File: src/rtl/uart_pkg.sv
// uart_pkg: shared UART state encoding, default line settings and baud divider helper
package uart_pkg;

    localparam int unsigned DEF_CLK_FREQ  = 100_000_000;
    localparam int unsigned DEF_BAUD_RATE = 9600;

    typedef enum logic [2:0] {
        ST_IDLE,
        ST_START,
        ST_DATA,
        ST_PARITY,
        ST_STOP,
        ST_WAIT_HIGH
    } uart_state_e;

    function automatic int unsigned baud_div(input int unsigned clk_freq, input int unsigned baud_rate);
        return clk_freq / baud_rate;
    endfunction

endpackage

File: src/rtl/uart_sync2.sv
// uart_sync2: two-flop synchronizer for an idle-high asynchronous pin
module uart_sync2 (
    input  logic clk,
    input  logic rst,
    input  logic d,
    output logic q
);

    logic m;

    always_ff @(posedge clk) begin
        if (rst) begin
            m <= 1'b1;
            q <= 1'b1;
        end else begin
            m <= d;
            q <= m;
        end
    end

endmodule

File: src/rtl/uart_recv.sv
// uart_recv: 8N1 UART receiver with framing-error strobe; define UART_PARITY_EN for 8E1 with parity_err
module uart_recv
    import uart_pkg::*;
#(
    parameter int unsigned CLK_FREQ  = DEF_CLK_FREQ,
    parameter int unsigned BAUD_RATE = DEF_BAUD_RATE
) (
    input  logic       clk,
    input  logic       rst,
    input  logic       din,
    output logic [7:0] data,
    output logic       valid,
    output logic       frame_err,
    output logic       parity_err,
    output logic       busy
);

    localparam int unsigned BAUD_DIV  = baud_div(CLK_FREQ, BAUD_RATE);
    localparam int unsigned HALF_DIV  = BAUD_DIV / 2;
    localparam logic [13:0] BIT_LAST  = 14'(BAUD_DIV - 1);
    localparam logic [13:0] HALF_LAST = 14'(HALF_DIV - 1);

`ifdef UART_PARITY_EN
    localparam uart_state_e AFTER_DATA = ST_PARITY;
`else
    localparam uart_state_e AFTER_DATA = ST_STOP;
`endif

    uart_state_e state;
    logic [13:0] cnt;
    logic [2:0]  idx;
    logic [7:0]  shift;
    logic        din_s;
    logic        din_d;
    logic        fall;
    logic        bit_end;
    logic        good;

    uart_sync2 u_sync (
        .clk(clk),
        .rst(rst),
        .d  (din),
        .q  (din_s)
    );

`ifdef UART_PARITY_EN
    logic par_bit;
    logic par_err_r;
    assign parity_err = par_err_r;
    always_comb good = (par_bit == ^shift);
`else
    assign parity_err = 1'b0;
    always_comb good = 1'b1;
`endif

    always_comb begin
        fall    = din_d & ~din_s;
        bit_end = (cnt == BIT_LAST);
        busy    = (state != ST_IDLE);
    end

    always_ff @(posedge clk) begin
        if (rst) begin
            state     <= ST_IDLE;
            cnt       <= '0;
            idx       <= '0;
            shift     <= '0;
            data      <= '0;
            valid     <= 1'b0;
            frame_err <= 1'b0;
            din_d     <= 1'b1;
`ifdef UART_PARITY_EN
            par_bit   <= 1'b0;
            par_err_r <= 1'b0;
`endif
        end else begin
            valid     <= 1'b0;
            frame_err <= 1'b0;
            din_d     <= din_s;
            cnt       <= cnt + 14'd1;
`ifdef UART_PARITY_EN
            par_err_r <= 1'b0;
`endif
            case (state)
                ST_IDLE: begin
                    cnt <= '0;
                    if (fall) state <= ST_START;
                end
                ST_START: if (cnt == HALF_LAST) begin
                    cnt   <= '0;
                    idx   <= '0;
                    state <= din_s ? ST_IDLE : ST_DATA;
                end
                ST_DATA: if (bit_end) begin
                    cnt        <= '0;
                    shift[idx] <= din_s;
                    idx        <= idx + 3'd1;
                    if (idx == 3'd7) state <= AFTER_DATA;
                end
`ifdef UART_PARITY_EN
                ST_PARITY: if (bit_end) begin
                    cnt     <= '0;
                    par_bit <= din_s;
                    state   <= ST_STOP;
                end
`endif
                ST_STOP: if (bit_end) begin
                    cnt <= '0;
                    if (!din_s) begin
                        frame_err <= 1'b1;
                        state     <= ST_WAIT_HIGH;
                    end else begin
                        state <= ST_IDLE;
                        if (good) begin
                            data  <= shift;
                            valid <= 1'b1;
                        end
`ifdef UART_PARITY_EN
                        else par_err_r <= 1'b1;
`endif
                    end
                end
                ST_WAIT_HIGH: begin
                    cnt <= '0;
                    if (din_s) state <= ST_IDLE;
                end
                default: state <= ST_IDLE;
            endcase
        end
    end

endmodule

File: config.mk
export PLATFORM = sky130hd
export DESIGN_NAME = uart_recv
export DESIGN_NICKNAME = d
export VERILOG_FILES = /design/src/rtl/uart_pkg.sv /design/src/rtl/uart_sync2.sv /design/src/rtl/uart_recv.sv
export SDC_FILE = /design/constraint.sdc
export NUM_CORES = 1
export LEC_CHECK = 0
export BUFFER_PORTS_ARGS = -buffer_cell sky130_fd_sc_hd__buf_2
export CAP_MARGIN = 15
export CORE_MARGIN = 1
export CORE_UTILIZATION = 40
export DETAILED_ROUTE_END_ITERATION = 16
export GPL_TIMING_DRIVEN = 0
export PLACE_DENSITY = 0.6
export SYNTH_ARGS = -nofsm -noshare
export SYNTH_HDL_FRONTEND = slang
export SYNTH_SLANG_ARGS = --single-unit
File: constraint.sdc
create_clock -name clk -period 3.7 [get_ports clk]
set_input_delay 0.37 -clock clk [delete_from_list [all_inputs] [get_ports clk]]
set_output_delay 0.37 -clock clk [all_outputs]
set_load 0.01 [all_outputs]
# Yosys cells after proc, flatten, opt, wreduce, memory -nomap -nowiden
# Cells that the tools add are included.
[op_classes]
addsub = 2
mul = 0
n_div = 0
n_lt_le_gt_ge = 2
eq_ne = 13
shift = 0
muxes = 20
n_bitwise = 4
n_reduce_logical = 11
[ops]
columns = ["cell", "n"]
rows = [
  ["14-bit case mux with 3 select lines", 1],
  ["14-bit two-way mux", 2],
  ["3-bit two-way mux", 9],
  ["3-bit case mux with 5 select lines", 1],
  ["14-bit by 1-bit adder with 14-bit output (second input constant)", 1],
  ["14-bit by 13-bit equality test with 1-bit output (second input constant)", 1],
  ["14-bit equality test (second input constant)", 1],
  ["2-bit != test (second input constant)", 5],
  ["3-bit equality test (second input constant)", 3],
  ["8-bit bitwise mux", 1],
  ["3-bit case mux with 2 select lines", 1],
  ["3-bit AND reduction", 2],
  ["6-bit AND reduction", 1],
  ["3-bit by 4-bit less-than comparator with 1-bit output (second input constant)", 1],
  ["2-bit OR reduction", 2],
  ["3-bit by 1-bit adder with 3-bit output (second input constant)", 1],
  ["1-bit demux with 3-bit select", 1],
  ["3-bit by 1-bit equality test with 1-bit output (second input constant)", 1],
  ["3-bit by 2-bit equality test with 1-bit output (second input constant)", 1],
  ["3-bit by 1-bit greater-or-equal comparator with 1-bit output (second input constant)", 1],
  ["3-bit logical NOT", 1],
  ["1-bit two-way mux", 3],
  ["1-bit NOT", 3],
  ["3-bit nonzero test", 1],
  ["other kinds (7)", 7],
]
[word_totals]
register_bits = 41
latchBits = 0
mem_bits_rw = 0
mem_bits_ro = 0
inputBits = 3
output_inout_bits = 12
elab_cells = 62
mem_count = 0

# Longest topological paths before layout
# Gate-level depths: netlist (run 1).
[logic_depth]
ltp_word = 5
ltp_mapped = 7
depth_no_buf = 6

# Hierarchy
# From an unflattened synthesis (run 1), not the netlist that was laid out.
[hier_totals]
hier_cells = 234
hier_area_um2 = 2055.7
[modules_own_cells]
columns = ["mod", "instances", "cells_each", "area_each_um2", "seq_area_each_um2"]
rows = [
  ["uart_recv", 1, 230, 2003.2, 780.7],
  ["uart_sync2", 1, 4, 52.6, 40.0],
]

# Worst setup path before layout (run 1)
# Ideal clock, no wire load.
[synth_path]
path_kind = "register to register"
start = "reg cnt[4]"
end = "reg shift[6]"
setup_time_ps = 70
arrival_time_ps = 2186
path_slack_ps = 1443
path_stages_with_launch = 7
n_path_buf = 2
synth_period_minus_slack_ps = 2257
path_cell_list = "dfxtp_1 -> buf_6 -> or4b_4 -> or4_1 -> buf_2 -> or4_1 -> a21oi_1"
[synth_between]
elab_chain_cells = 2
[synth_lines]
columns = ["element", "line", "text"]
rows = [
  ["start, declared", "uart_recv.sv:30", "logic [13:0] cnt;"],
  ["start signal, assigned", "uart_recv.sv:80", "cnt <= cnt + 14'd1;"],
  ["14-bit equality test", "uart_recv.sv:58", "bit_end = (cnt == BIT_LAST);"],
  ["2-bit AND reduction (no source line)", "n/a", ""],
  ["end signal, assigned by index", "uart_recv.sv:96", "shift[idx] <= din_s;"],
  ["end, declared", "uart_recv.sv:32", "logic [7:0] shift;"],
]
# No other way between the ends.
# A chain may end at the register's enable or synchronous reset.

# Worst setup path after layout (run 1)
[layout_path]
start = "reg cnt[4]"
end = "reg cnt[11]"
[layout_between]
elab_chain_cells = 3
word_cells_on_any_way = 6
classes_between = "add/sub (1); eq/ne (2); mux (3)"
[layout_lines]
columns = ["element", "line", "text"]
rows = [
  ["14-bit by 1-bit adder with 14-bit output, or another cell as far along", "uart_recv.sv:80", ""],
  ["14-bit two-way mux, on equally long branches", "uart_recv.sv:94, uart_recv.sv:107, uart_recv.sv:89", ""],
  ["14-bit case mux with 3 select lines (*)", "uart_recv.sv:84", "case (state)"],
]
# Mark *: on every way between the ends. The rest lies on a longest branch, timed or not.

==> key figures, run 1 <==
Run status
  • Outcome: completed

Yosys
  • Synth top area share: 40.80%
  • Largest area contributor in the netlist: dfxtp_1
  • Post-synthesis instance area: 2012 um^2
  • Multiplexer share of the synthesized area: less than 1%
  • Syn. warnings: 0
  • Compound-Gate Fraction of Synth Area: 19.34%
  • Most common flop cell mapped by yosys: dfxtp_1
  • Post-synth EDFFs: 0
  • Register area share after synthesis: between 40 and 50%
  • Synthesized flop and latch total: a little over 40
  • Largest family of logic cells by synthesized area: simple AND/OR/NAND/NOR gates
  • XOR/XNOR share of the synthesized area: 4.353%
  • Synth Area in Adders: 1.866%
  • Largest cells by area after synthesis: dfxtp_1 (41%), a21oi_1 (7.7%), nand4_1 (4.7%)
  • Syn Nets: between 200 and 250
  • Synth Area in Simple Gates: roughly 27%
  • Asr flop ratio synth: 0%
  • Syn Inst Count: 231
  • Synth cell types: 48
  • Syn Area/Cell: 8.710 um^2

Place
  • HPWL after detailed placement: around 3300 um
  • GP Congestion: 0.7665
  • Number of port buffers: 13

Worst hold path
  • HP Class: primary input to flop
  • Hold Path Origin: din

Cells and area
  • Util after Layout: 46.95%
  • # fillers: 481
  • Area growth from synthesis to layout: 11.69%
  • Register area: 820.8 um^2
  • Nets: 257
  • Multi-input gate area: 1075 um^2
  • Layout cell share with drive strength beyond 1: 14.68%
  • N_diodes: 0

Worst setup path
  • Worst Setup SP: cnt[4]
  • RR Startpoint: cnt[4]
  • Critical-path cell list: buf_6, or4b_4, nor4_1, o41a_1, clkbuf_1, a21oi_1
  • Crit path DAT: 2.81 ns
  • Startpoint Class: flop
  • Required @ worst endpoint: 3.86 ns
  • Register-to-Register Path Depth: 6
  • Critical Path Sink Type: flop
  • R2R Path End: cnt[11]
  • Crit path max fanout: 10
  • R2R Setup Slk: ~1.1 ns
  • Crit-path slowest cell: nor4_1
  • WS Path Type: flop to flop
  • CP Capture Point: cnt[11]
  • CP peak stage delay: 0.68 ns

Clock network
  • CTS tree: built
  • Sink Count: 41
  • Post-CTS Setup Repair Bufs: 0
  • Num CTS Buffers: 5
  • Post-cts gate resize count: 0
  • Clock buffer depth: 2
  • CTS Root Cell: clkbuf_8
  • Clk slew on worst S/H paths: 0.08 ns
  • Max H-tree Level: 2
  • Cts hold-fix bufs: 0
  • Clk_lat worst skew: about 0.30 ns

STA
  • Final Hold Fails: 0
  • Rel. slew slack: between 40% and 50%
  • Worst-Margin Slew: 0.7527 ns
  • Final setup vio count: 0
  • Final Skew: 0.01043 ns
  • Pins over their slew limit: 0
  • Final period util: 71.36%
  • FMAX: between 300 and 400 MHz
  • Total negative slack: 0 ns
  • Final worst path period need: 2.640 ns
  • RSZ-0062 raised after global routing: false

Power
  • VDD IR max: around 230 uV
  • Pleak: 0.7417 nW
  • Comb pwr share: 13.3%
  • Clock power share: between 30% and 40%
  • Switch Pwr: 0.2488 mW
  • Pwr Density: 384.4 nW/um^2
  • Seq pwr share: 52.6%
  • Net Sw Frac: 28.80%
  • Pint: 0.6151 mW

GRT
  • Overall Global Routing Usage: 19.56%
  • Vias in the first global route: about 1,600
  • Global-route wire length before repair: 8079 um
  • Antenna violations before repair: 0
  • Global route overflow: 0
  • Pin count of the biggest net entering global routing: 14

Drt
  • Pre-antenna DRT Iters: 4
  • M1 wire length: between 2000 and 2500 um
  • Post-detailed-route wirelength per cell: roughly 15 um
  • Final WL: between 4000 and 5000 um
  • Routed vias/inst: 5.665
  • Initial DRC Count: between 70 and 80
  • Uppermost layer routed: met4
  • Final ANT Viol Nets: 0
  • DR WL met2: 2067 um
  • Via Count: 1,807
  • DRC: 0
  • Met3 wire len: around 110 um

Run
  • Max_cap viols: 0

Floorplan
  • Io pins: 15
  • Die extent in x: 72.92 um
  • Die area: ~5300 um^2
  • Rows: 25
  • Initial Util: 42.04%
  • Placeable Area: 4786 um^2
  • Die H: 72.92 um
cell type report:
type                    instances  area share [%]
multi-input cells             165           47.83
clock inverters                 3          0.7795
repair buffers                 13           2.895
inverters                       4          0.6682
flip-flops and latches         41           36.53
clock buffers                   5           3.062
well taps                      67           3.731
plain buffers                  21           4.510
flip-flops by register name, summed over array words and instances (netlist names):
register,cells
data,8
din_d,1
u_sync.m,1
frame_err,1
idx,3
state,3
shift,8
u_sync.q,1
cnt,14
valid,1
layout by cell type (no fill, tap or decap), drive strengths merged, types with 4 or more instances in the layout:
master / n
nor4: 6
nor2: 5
nand2: 8
xor2: 8
buf: 20
o31ai: 10
o21ai: 11
dfxtp: 41
a21oi: 31
or2: 6
clkbuf: 19
or4: 4
nand4: 15
or3: 10
nand3: 8
how the worst min path moves through the flow:
| stage | slack [ns] | cells past startpoint | end |
|---|---|---|---|
| after floorplan | 0.39 | 1 | u_sync.q |
| after global placement | 0.39 | 1 | u_sync.q |
| after detailed placement | 0.40 | 1 | u_sync.q |
| after CTS | 0.25 | 2 | u_sync.m |
| after global routing | 0.26 | 2 | u_sync.m |
| final | 0.26 | 2 | u_sync.m |
cells in the mapped netlist, types with 2 or more instances:
cell and count:
dfxtp_1 41, a21oi_1 31, nand4_1 15, clkbuf_1 14
o21ai_0 11, o31ai_1 10, or3_1 10, nand2_1 8
nand3_1 8, xor2_1 8, nor4_1 6, or2_2 6
nor2_1 5, or4_1 4, and3_1 3, buf_2 3
ha_1 3, inv_1 3, nand3b_1 3, a22oi_1 2
and4_1 2, buf_6 2, nand2b_1 2, nand4b_1 2
nor3_1 2, nor4bb_1 2, o221ai_1 2, or4bb_1 2
xnor2_1 2
power groups by stage:
stage / registers, mW / logic, mW / clock network, mW
floorplan: 0.463 / 0.0849 / 0
global placement: 0.466 / 0.113 / 0
detailed placement: 0.465 / 0.113 / 0
CTS: 0.455 / 0.114 / 0.302
global route: 0.456 / 0.129 / 0.327
finish: 0.455 / 0.115 / 0.294
metal layers:
| layer | vias to the layer above | GRT usage [%] |
|---|---|---|
| li1 | 914 | - |
| met1 | 867 | 28.97 |
| met2 | 21 | 28.25 |
| met3 | 5 | 4.144 |
| met4 | 0 | 5.882 |
| met5 | - | 0 |
stage by stage:
| stage | area, um^2 | worst slack (ns) | hold slack (ns) | cells | power [mW] |
|---|---|---|---|---|---|
| floorplan | 2012 | 1.443 | 0.3895 | 231 | 0.5481 |
| global placement | 2161 | 1.068 | 0.3922 | 311 | 0.5791 |
| detailed placement | 2161 | 1.043 | 0.4005 | 311 | 0.5787 |
| CTS | 2247 | 1.023 | 0.2531 | 319 | 0.8711 |
| global route | 2247 | 0.8593 | 0.2579 | 319 | 0.9122 |
| finish | 2247 | 1.060 | 0.2568 | 319 | 0.8639 |
critical path: cells and delay by family, from the launching register on:
kind                   cells  cell delay (ns)
buffers and inverters      2             0.52
AO/OA/AOI/OAI              2             0.44
flip-flops                 1             0.31
AND/OR/NAND/NOR            2             1.24
logic make-up (layout without fill, tap and decap cells):
kind of cell / Yosys count / count (layout)
buffers and inverters: 25 / 46
AOI/OAI and AO/OA: 64 / 64
other: 1 / 1
xor gates and xnor gates: 10 / 10
DFF: 41 / 41
adders and majority gates: 3 / 3
muxes: 1 / 1
and+or+nand+nor: 86 / 86
Note: power is estimated with default switching activity, not from simulation.
==> run 2: changes to the inputs <==
==> constraint.sdc (replaced) <==
create_clock -name clk -period 2.45 [get_ports clk]
set_input_delay 0.245 -clock clk [delete_from_list [all_inputs] [get_ports clk]]
set_output_delay 0.245 -clock clk [all_outputs]
set_load 0.01 [all_outputs]
==> run 2 against run 1 <==
Effect of this change:
- core utilization is 1.2 points higher
- sequential power up 51%
- total power increased by 54%
- critical endpoint is now shift[7]
- largest cell class unchanged
==> key figures, run 2 (synthesis gave the netlist of run 1 again) <==
GRT
  • Overall Global Routing Usage: 19.65%
  • Antenna violations before repair: 0
  • Pin count of the biggest net entering global routing: 14
  • Global-route wire length before repair: 8128 um
  • Vias in the first global route: ~1,600
  • Global route overflow: 0

Cells and area
  • Area growth from synthesis to layout: 14.43%
  • Most frequent cells in the layout: dfxtp_1 (41), a21oi_1 (31), nand4_1 (15), buf_2 (14)
  • Largest regs: cnt (14), data (8), shift (8)
  • Biggest register: cnt
  • Layout cell share with drive strength beyond 1: 18.11%
  • N_diodes: 0
  • Nets: 259
  • Most common cell after layout, fill and taps aside: dfxtp_1
  • Max reg flops: 14

Worst setup path
  • Required @ worst endpoint: between 2 and 3 ns
  • Family with the most delay on the worst path: simple AND/OR/NAND/NOR gates
  • Crit path max fanout: 10
  • Crit path DAT: approximately 2.6 ns
  • CP dominant cell by count: buf_6
  • WS Path Type: flop to flop
  • Critical Path Sink Type: flop
  • Startpoint Class: flop
  • Critical-path cell list: buf_6, or4b_4, or4_1, buf_4, buf_6, or3_1, a21oi_1
  • CP peak stage delay: between 0.5 and 0.6 ns
  • Critical path buffer and inverter count: 3
  • Crit-path slowest cell: or4b_4

Power
  • Final Power: 1.328 mW
  • Pwr Density: 576.8 nW/um^2
  • Pleak: approximately 0.77 nW
  • VDD IR max: 350.4 uV

Clock network
  • CTS tree: built
  • Clock buffer depth: 2
  • Clk_lat worst skew: 0.30 ns
  • Max H-tree Level: 2
  • CTS Root Cell: clkbuf_8
  • Sink Count: between 40 and 50
  • Cts hold-fix bufs: 0
  • Num CTS Buffers: 5
  • Clk slew on worst S/H paths: approximately 0.080 ns

Drt
  • Via Count: 1,830
  • M1 wire length: about 2500 um
  • Routed vias/inst: 5.701
  • DR WL met2: 2169 um
  • Final WL: ~4800 um
  • Met3 wire len: between 100 and 150 um
  • DRC: 0
  • Uppermost layer routed: met4
  • Post-detailed-route wirelength per cell: 14.90 um
  • Pre-antenna DRT Iters: 4
  • Final ANT Viol Nets: 0
  • Initial DRC Count: 88

STA
  • Worst-Margin Slew: 0.5434 ns
  • Final Hold Fails: 0
  • Final worst path period need: around 2.3 ns
  • Pins over their slew limit: 0
  • RSZ-0062 raised after global routing: false
  • Final Skew: approximately 0.0072 ns
  • Final worst slack: between 0.1 and 0.15 ns
  • Final period util: ~96%
  • Final setup vio count: 0
  • FMAX: 427.0 MHz
  • Rel. slew slack: 63.28%

Place
  • HPWL after detailed placement: 3311 um
  • GP Congestion: approximately 0.77
  • Worst slack, placed: -0.2068 ns
  • Number of port buffers: 13

Run status
  • Outcome: completed

Worst hold path
  • HP Class: primary input to flop

Floorplan
  • Initial Util: 42.04%
  • Die H: about 73 um
  • Rows: 25
  • Die area: between 5000 and 6000 um^2
  • Die extent in x: 72.92 um
  • Io pins: 15
  • Placeable Area: 4786 um^2

Run
  • Max_cap viols: 0
## run 2: timing repair
action	CTS	global route
resized for setup	5	10
pin swaps	0	2
hold endpoints to repair	0	0
setup endpoints to repair	20	20
buffers inserted	0	2
cloned	0	1
## run 2: layout make-up
cell class              instances  area (um^2)
multi-input cells             165         1094
fillers                       485         2484
clock inverters                 3        17.52
flip-flops and latches         41        820.8
clock buffers                   5        68.82
plain buffers                  20        111.4
repair buffers                 16        91.34
inverters                       4        15.01
well taps                      67        83.83
## run 2: report_power, final
group,switching [mW],internal [mW],leakage [nW],total [mW]
clock,0.247,0.197,0.0439,0.444
sequential,0.00879,0.678,0.331,0.687
combinational,0.126,0.0710,0.395,0.197
## run 2: metrics by stage
stage               utilization [%]  instance area (um^2)  hold slack, ns  instances  setup TNS [ns]
floorplan                         -                  2012          0.3488        231               0
global placement              45.15                  2161          0.3922        311          -1.792
detailed placement            45.15                  2161          0.4005        311          -2.305
CTS                           47.27                  2262          0.1281        319               0
global route                  48.10                  2302          0.1329        321               0
finish                        48.10                  2302          0.1319        321               0
## run 2: worst paths after layout
kind                               start  endpoint  slack, ns  depth (start not counted)
worst max-delay path              cnt[4]  shift[7]       0.11                          7
worst min-delay path                 din  u_sync.m       0.13                          2
worst max register to register    cnt[4]  shift[7]       0.11                          7
worst min register to register  u_sync.m  u_sync.q       0.42                          1
## run 2: per-layer routing
metal,vias to the layer above,global-route usage [%]
li1,916,-
met1,889,29.40
met2,23,28.04
met3,2,4.144
met4,0,5.882
met5,-,0
==> run 3: changes to the inputs <==
--- a/config.mk
+++ b/config.mk
@@ -7,7 +7,7 @@
 export LEC_CHECK = 0
 export BUFFER_PORTS_ARGS = -buffer_cell sky130_fd_sc_hd__buf_2
 export CAP_MARGIN = 15
-export CORE_MARGIN = 1
+export CORE_MARGIN = 2
 export CORE_UTILIZATION = 40
 export DETAILED_ROUTE_END_ITERATION = 16
 export GPL_TIMING_DRIVEN = 0
==> constraint.sdc (replaced) <==
create_clock -name clk -period 2.45 [get_ports clk]
set_input_delay 0.1225 -clock clk [delete_from_list [all_inputs] [get_ports clk]]
set_output_delay 0.1225 -clock clk [all_outputs]
set_load 0.01 [all_outputs]
==> run 3 against run 2 <==
Effect of this change:
- critical path depth is the same
- worst hold slack lost 0.12 ns
- register-to-register slack got worse by 0.06 ns
- total power up 9.4%
- critical endpoint unchanged
- highest routed layer unchanged
==> key figures, run 3 (synthesis gave the netlist of run 1 again) <==
Worst setup path
  • Critical Path Sink Type: flop
  • Crit path max fanout: 10
  • Worst Setup SP: cnt[4]
  • R2R Setup Slk: ~0.052 ns
  • WS Path Type: flop to flop
  • Critical path buffer and inverter count: 3
  • Levels on crit path: 7
  • Startpoint Class: flop
  • Crit path DAT: about 2.6 ns
  • Register-to-Register Path Depth: 7
  • CP peak stage delay: 0.57 ns
  • CP dominant cell by count: buf_6
  • RR Startpoint: cnt[4]
  • Family with the most delay on the worst path: simple AND/OR/NAND/NOR gates
  • R2R Path End: shift[7]
  • Required @ worst endpoint: 2.67 ns
  • CP Capture Point: shift[7]
  • Crit-path slowest cell: or4b_4
  • Critical-path cell list: buf_6, or4b_4, or4_4, buf_6, buf_6, or3_4, a21oi_2

Cells and area
  • Multi-input gate area: 1111 um^2
  • Most common cell after layout, fill and taps aside: dfxtp_1
  • Largest regs: cnt (14), data (8), shift (8)
  • Max reg flops: 14
  • Most frequent cells in the layout: dfxtp_1 (41), a21oi_1 (30), nand4_1 (15), buf_2 (14), clkbuf_1 (12)
  • # fillers: approximately 470
  • Biggest register: cnt
  • Layout cell share with drive strength beyond 1: 19.29%
  • Nets: 259
  • N_diodes: 0
  • Area growth from synthesis to layout: 16.98%
  • Register area: 820.8 um^2
  • Fin cells: 321
  • Util after Layout: 49.18%

Drt
  • Post-detailed-route wirelength per cell: around 15 um
  • Final ANT Viol Nets: 0
  • Final WL: ~4700 um
  • Pre-antenna DRT Iters: 4
  • Initial DRC Count: 73
  • Via Count: ~1,800
  • Routed vias/inst: approximately 5.7
  • DRC: 0

Clock network
  • Clock buffer depth: 2
  • Cts hold-fix bufs: 0
  • Num CTS Buffers: 5
  • Sink Count: between 40 and 50
  • CTS tree: built
  • Clk slew on worst S/H paths: 0.08 ns
  • Clk_lat worst skew: 0.29 ns
  • Max H-tree Level: 2
  • CTS Root Cell: clkbuf_8

Place
  • Worst slack, placed: -0.2188 ns
  • Number of port buffers: 13
  • GP Congestion: roughly 0.8
  • Placed Instances: 311
  • HPWL after detailed placement: about 3300 um

Power
  • Pint: 1.082 mW
  • Seq pwr share: 47.3%
  • Net Sw Frac: 25.53%
  • Switch Pwr: 0.3709 mW
  • Pwr Density: 617.2 nW/um^2
  • Clock power share: 39.0%
  • Comb pwr share: 13.6%
  • Pleak: around 0.79 nW
  • VDD IR max: 347.7 uV

STA
  • Final period util: 97.88%
  • Rel. slew slack: 65.92%
  • FMAX: 417.0 MHz
  • Total negative slack: 0 ns
  • Final Hold Fails: 0
  • Final Skew: 0.007711 ns
  • Pins over their slew limit: 0
  • Worst-Margin Slew: 0.5043 ns
  • Final worst path period need: 2.398 ns
  • Final setup vio count: 0
  • Final worst slack: 0.05205 ns

Floorplan
  • Placeable Area: 4786 um^2
  • Rows: 25
  • Die H: between 70 and 80 um
  • Initial Util: a little over two fifths
  • Die area: 5613 um^2
  • Io pins: 15
  • Die extent in x: 74.92 um

GRT
  • Global route overflow: 0
  • Vias in the first global route: between 1,500 and 2,000
  • Overall Global Routing Usage: 18.39%
  • Global-route wire length before repair: 7879 um
  • Pin count of the biggest net entering global routing: 13
  • Antenna violations before repair: 0

Worst hold path
  • HP Class: primary input to flop

Run
  • Max_cap viols: 0

Run status
  • Outcome: completed
-- run 3: cell count changes in the layout (fill, tap and decap cells not counted), sizes merged --
cell / change
clkbuf: +3
bufinv: +1
clkinvlp: -1
buf: -1
clkinv: -2
-- run 3: layout make-up --
cell class	instances	share of cell area, %
well taps	67	3.562
repair buffers	16	3.881
clock inverters	1	1.276
clock buffers	7	3.668
inverters	4	0.6380
flip-flops and latches	41	34.88
multi-input cells	165	47.21
plain buffers	20	4.891
-- run 3: worst min path at each step --
| stage | to | startpoint | depth (start not counted) | slack [ns] |
|---|---|---|---|---|
| 6_report | u_sync.m | din | 2 | 0.01 |
| 5_1_grt | u_sync.m | din | 2 | 0.02 |
| 4_1_cts | u_sync.m | din | 2 | 0.003 |
| 3_5_place_dp | u_sync.m | din | 2 | 0.31 |
| 3_3_place_gp | u_sync.m | din | 2 | 0.31 |
| 2_1_floorplan | u_sync.m | din | 1 | 0.23 |
-- run 3: repair_timing --
| action | 4_1_cts | 5_1_grt |
|---|---|---|
| setup endpoints to repair | 19 | 19 |
| cloned | 0 | 1 |
| buffers inserted | 0 | 2 |
| pin swaps | 0 | 2 |
| resized for setup | 4 | 16 |
-- run 3: power groups by stage --
stage,Combinational [mW],Clock [mW],Sequential [mW]
floorplan,0.128,0,0.699
global placement,0.171,0,0.703
detailed placement,0.170,0,0.703
CTS,0.172,0.586,0.687
global route,0.219,0.609,0.689
finish,0.198,0.567,0.687
-- run 3: per-stage QoR --
stage                     power, mW  hold WS [ns]  instance area (um^2)
after floorplan              0.8277        0.2263                  2012
after global placement       0.8740        0.3079                  2161
after detailed placement     0.8727        0.3119                  2161
after CTS                     1.444      0.003245                  2290
after global routing          1.517       0.02301                  2354
final                         1.453       0.01170                  2354
-- run 3: layer usage --
| metal | GRT usage (%) | up-vias | share of wire [%] | routed length [um] |
|---|---|---|---|---|
| met5 | 0 | - | 0 | 0 |
| met4 | 6.944 | 0 | 1.2 | 55 |
| met3 | 4.552 | 5 | 4.6 | 215 |
| met2 | 26.61 | 32 | 45 | 2102 |
| met1 | 26.39 | 859 | 49 | 2313 |
| li1 | - | 919 | - | - |
